===== config.mk =====
export PLATFORM = sky130hd
export DESIGN_NAME = sipo_deserializer
export DESIGN_NICKNAME = d
export VERILOG_FILES = /design/src/rtl/sipo_deserializer.sv
export SDC_FILE = /design/constraint.sdc
export NUM_CORES = 1
export LEC_CHECK = 0
export ABC_AREA = 1
export ABC_CLOCK_PERIOD_IN_PS = 2150
export CELL_PAD_IN_SITES_DETAIL_PLACEMENT = 1
export CELL_PAD_IN_SITES_GLOBAL_PLACEMENT = 1
export CORE_ASPECT_RATIO = 1.4
export CORE_MARGIN = 1.5
export CORE_UTILIZATION = 36
export CTS_CLUSTER_DIAMETER = 80
export DETAILED_ROUTE_END_ITERATION = 10
export MAX_ROUTING_LAYER = met4
export PLACE_DENSITY_LB_ADDON = 0.2
export SLEW_MARGIN = 15
export SYNTH_ARGS = -nofsm -noshare
export SYNTH_HDL_FRONTEND = slang
export SYNTH_SLANG_ARGS = --single-unit
export TNS_END_PERCENT = 10

===== constraint.sdc =====
create_clock -name clock -period 2.15 [get_ports clock]
set_input_delay 0.43 -clock clock [delete_from_list [all_inputs] [get_ports clock]]
set_output_delay 0.43 -clock clock [all_outputs]
set_load 0.02 [all_outputs]

===== src/rtl/sipo_deserializer.sv =====
// Serial-in/parallel-out deserializer with selectable bit order and a valid/ready holding register.
// Define SIPO_DESERIALIZER_PARITY_CHECK_EN to add a trailing even-parity bit to each frame.
module sipo_deserializer #(
    parameter int WIDTH     = 8,
    parameter bit LSB_FIRST = 1'b1
) (
    input  logic                         clock,
    input  logic                         reset,
    input  logic                         serialIn,
    input  logic                         bitValid,
    input  logic                         frameStart,
    input  logic                         clearOverrun,
    output logic [WIDTH-1:0]             parallelOut,
    output logic                         wordValid,
    input  logic                         wordReady,
    output logic                         parityError,
    output logic                         overrun,
    output logic [$clog2(WIDTH+2)-1:0]   bitCount
);

    localparam int CNT_W = $clog2(WIDTH + 2);
`ifdef SIPO_DESERIALIZER_PARITY_CHECK_EN
    localparam int FRAME_LEN = WIDTH + 1;
`else
    localparam int FRAME_LEN = WIDTH;
`endif
    localparam logic [CNT_W-1:0] LAST_IDX = CNT_W'(FRAME_LEN - 1);

    logic [WIDTH-1:0] shift_q, shift_d;
    logic [WIDTH-1:0] out_q, out_d;
    logic [CNT_W-1:0] cnt_q, cnt_d;
    logic             valid_q, valid_d;
    logic             ovr_q, ovr_d;
    logic [WIDTH-1:0] shifted;
    logic [WIDTH-1:0] new_word;
    logic             complete;
    logic             hold_free;
    logic             is_data;
`ifdef SIPO_DESERIALIZER_PARITY_CHECK_EN
    logic             par_q, par_d;
    logic             perr_q, perr_d;
`endif

    // NOTE: every signal gets its default first so no path through the block leaves it unassigned (no latch).
    always_comb begin
        shift_d   = shift_q;
        out_d     = out_q;
        cnt_d     = cnt_q;
        valid_d   = valid_q;
        ovr_d     = ovr_q & ~clearOverrun;
        complete  = 1'b0;
        hold_free = ~valid_q | wordReady;
        shifted   = LSB_FIRST ? {serialIn, shift_q[WIDTH-1:1]} : {shift_q[WIDTH-2:0], serialIn};
`ifdef SIPO_DESERIALIZER_PARITY_CHECK_EN
        par_d    = par_q;
        perr_d   = perr_q;
        is_data  = frameStart | (cnt_q != CNT_W'(WIDTH));
        new_word = shift_q;
`else
        is_data  = 1'b1;
        new_word = shifted;
`endif

        if (bitValid) begin
            if (is_data) begin
                shift_d = shifted;
            end
`ifdef SIPO_DESERIALIZER_PARITY_CHECK_EN
            if (is_data) begin
                par_d = (frameStart || cnt_q == '0) ? serialIn : (par_q ^ serialIn);
            end
`endif
            if (frameStart) begin
                cnt_d = CNT_W'(1);
            end else if (cnt_q == LAST_IDX) begin
                cnt_d    = '0;
                complete = 1'b1;
            end else begin
                cnt_d = cnt_q + 1'b1;
            end
        end else if (frameStart) begin
            cnt_d = '0;
        end

        // A word completing while the consumer still owes us a handshake is dropped.
        if (complete) begin
            if (hold_free) begin
                out_d   = new_word;
                valid_d = 1'b1;
`ifdef SIPO_DESERIALIZER_PARITY_CHECK_EN
                perr_d  = par_q ^ serialIn;
`endif
            end else begin
                ovr_d = 1'b1;
            end
        end else if (valid_q && wordReady) begin
            valid_d = 1'b0;
        end
    end

    // NOTE: state updates use non-blocking assignments so every flop samples pre-edge values.
    always_ff @(posedge clock) begin
        if (reset) begin
            shift_q <= '0;
            out_q   <= '0;
            cnt_q   <= '0;
            valid_q <= 1'b0;
            ovr_q   <= 1'b0;
`ifdef SIPO_DESERIALIZER_PARITY_CHECK_EN
            par_q   <= 1'b0;
            perr_q  <= 1'b0;
`endif
        end else begin
            shift_q <= shift_d;
            out_q   <= out_d;
            cnt_q   <= cnt_d;
            valid_q <= valid_d;
            ovr_q   <= ovr_d;
`ifdef SIPO_DESERIALIZER_PARITY_CHECK_EN
            par_q   <= par_d;
            perr_q  <= perr_d;
`endif
        end
    end

    assign parallelOut = out_q;
    assign wordValid   = valid_q;
    assign overrun     = ovr_q;
    assign bitCount    = cnt_q;
`ifdef SIPO_DESERIALIZER_PARITY_CHECK_EN
    assign parityError = perr_q;
`else
    assign parityError = 1'b0;
`endif

endmodule


==> results by group, run 1 <==
Outcome
  – Status: complete, no violations

CTS
  – Root buf cell: clkbuf_4
  – Post-cts sizing count: 0
  – Setup bufs post-CTS: 0
  – TritonCTS Buffers: 3
  – Cts hold-fix bufs: 0
  – Clk sink count: 21
  – Maximum root-to-sink buffer count: 2
  – CTS tree: done
  – Clk Latency, worst-skew pair: 0.31 ns
  – CTS clock-pin slew for the worst setup and hold paths: 0.12 ns
  – H-tree levels: 1

Die
  – Die area: 0.002930 mm^2
  – Std cell rows: 21
  – Starting Density: 0.3845
  – Core area: 0.002444 mm^2
  – Die W: 46.18 um
  – Die Y-Extent: 63.45 um
  – # IOs: 22

Yosys
  – Async SR Flop Fraction: 0
  – Post-synthesis register bit count: 21
  – Main synth FF type: dfxtp_1
  – Top cells by area, synth: dfxtp_1, inv_1, nand2_1
  – Yosys warns: 0
  – Cell taking the most area after synthesis: dfxtp_1
  – Proportion of netlist area held by the largest area contributor: 0.4474
  – Mapped Cells: 132
  – Post-synth top cells: inv_1, nand2_1, dfxtp_1
  – Post-synthesis net count: 140
  – Top-count cell post-synth: inv_1
  – EDFF count, synth: 0
  – Seq/Total Area, Yosys: 0.4474
  – Mapped Area: 939.7 um^2
  – Yosys cell types: 19
  – Syn_area_per_cell: 7.119 um^2

Power
  – Part of the power in combinational logic: 0.092
  – Seq pwr share: 0.615
  – Psw: 0.0001629 W
  – Clock power share: 0.293
  – Peak VDD IR: 0.2911 mV
  – Total internal power: 0.0004975 W
  – PwrDens: 549.8 mW/mm^2
  – Switch share: 0.2466
  – Leakage: 0.5162 nW

Worst setup path
  – Crit path DAT: 1.47 ns
  – Top Family by Delay on Critical Path: buffers and inverters
  – Max FO, Critical Path: 7
  – Slowest CP cell: clkdlybuf4s50_1
  – Crit start category: flip-flop
  – CP Cell Sequence: clkdlybuf4s50_1
  – WP data required: 1.72 ns
  – Path type of the worst setup path: reg -> out
  – CP endpoint kind: primary output
  – Crit path buf inv count: 1
  – Max stage delay on crit path: 0.66 ns

GRT
  – First-pass GRT wire length: 3753 um
  – Largest net degree at the start of global routing: 20
  – Initial antenna violation count: 0
  – Grt ovf: 0
  – Total track usage: 0.1793
  – Vias in the first global route: 896

Drt
  – DRT Pass-1 Iters: 3
  – # DRC: 0
  – WL/cell: 11.11 um
  – Antenna-violating nets left: 0
  – Initial drt markers: 11
  – DR vias/cell: 4.617
  – Total Routed Length: 2089 um
  – Vias: 868

Finish
  – Number of nets in the layout: 163
  – Cell Count, Final, Fillers Out: 188
  – Share of cells above drive strength 1: 0.06494
  – Layout fillers: 326
  – Area of the multi-input gates: 380.4 um^2
  – Register area: 420.4 um^2
  – Diodes inserted: 0
  – Layout area overhead: 27.83%

Flow run
  – Total of max-cap violations: 0

STA
  – Max Clk Rate: 0.5257 GHz
  – Setup TNS: 0 ns
  – Final min period: 1.902 ns
  – Final setup vio count: 0
  – Final period util: 0.8848
  – RSZ-0062 raised after global routing: no
  – Fin Clk Skew: 0.003270 ns
  – Final Max Tran Viols: 0
  – Final Hold Vio Count: 0

Place
  – Routability cong.: 0.7174
  – PortBufs: 20
  – Detailed Place HPWL: 1654 um
  – # placed instances: 184

Min path
  – Hold Path Class: reg -> reg
## layout make-up
cell class	count	share of cell area
tap	34	0.03542
sequential	21	0.3500
clock buffer	4	0.02188
multi-input combinational	76	0.3167
inverter	31	0.09688
timing repair buffer	22	0.1792
## worst min-delay path, cell delays in order, from the launching register on
cell     delay [ns]
dfxtp_1        0.33
inv_1          0.07
a21oi_1        0.06
## power by group through the flow
| stage | clock [W] | sequential, W | combinational, W |
|---|---|---|---|
| floorplan | 0 | 0.000415 | 0.0000336 |
| global placement | 0 | 0.000415 | 0.0000582 |
| detailed placement | 0 | 0.000415 | 0.0000610 |
| CTS | 0.000198 | 0.000406 | 0.0000613 |
| global route | 0.000219 | 0.000408 | 0.0000683 |
| finish | 0.000194 | 0.000406 | 0.0000605 |
## cells in the final DEF, fill, tap and decap left out, drive strengths merged
| cell | n |
|---|---|
| a21oi | 14 |
| and3 | 1 |
| buf | 2 |
| clkbuf | 4 |
| clkdlybuf4s50 | 20 |
| conb | 1 |
| dfxtp | 21 |
| ha | 1 |
| inv | 31 |
| nand2 | 24 |
| nand3 | 12 |
| nand4 | 1 |
| nor2 | 13 |
| nor3 | 1 |
| nor4 | 1 |
| o21ai | 7 |
## cell families after synthesis
group	count (synthesis)	share of synthesized area
simple gates	53	0.2756
fa+ha+maj	1	0.01331
buf+inv	35	0.1478
compound gates	21	0.1119
other cells	1	0.003991
flops	21	0.4474
## final timing paths
path,from,to,slack [ns],depth (start not counted)
setup / recovery,bitCount[2],bitCount[2],0.25,1
hold reg to reg,shift_q[2],shift_q[1],0.49,2
hold / removal,shift_q[2],shift_q[1],0.49,2
setup reg to reg,bitCount[0],parallelOut[0],0.71,7
## registers in the layout (all words and copies together) (netlist names)
register,cells
parallelOut,8
bitCount,4
shift_q,7
wordValid,1
overrun,1
## metrics by stage
step	total power, W	area (um^2)	setup slack (ns)	hold WS [ns]	util
after detailed placement	0.0004760	1175	0.4157	0.4727	0.4808
after CTS	0.0006659	1201	0.2477	0.4913	0.4916
after global placement	0.0004728	1175	0.4748	0.4541	0.4808
after floorplan	0.0004489	939.7	0.7861	0.4408	-
final	0.0006604	1201	0.2477	0.4910	0.4916
after global routing	0.0006957	1201	0.1792	0.5181	0.4916
## per-layer routing
metal	up-vias	track usage	wire length, um
li1	450	-	-
met1	396	0.1918	863
met2	17	0.3056	1127
met3	5	0.02579	48
met4	0	0.08571	50
met5	-	-	0
Power figures use the tool's default switching activity.
==> run 2, diff against run 1 <==
--- a/config.mk
+++ b/config.mk
@@ -16,6 +16,7 @@
 export DETAILED_ROUTE_END_ITERATION = 10
 export MAX_ROUTING_LAYER = met4
 export PLACE_DENSITY_LB_ADDON = 0.2
+export SKIP_CTS_REPAIR_TIMING = 1
 export SLEW_MARGIN = 15
 export SYNTH_ARGS = -nofsm -noshare
 export SYNTH_HDL_FRONTEND = slang
==> results of run 2 <==
Same layout as run 1: the final DEF is identical, and so are final timing and power.
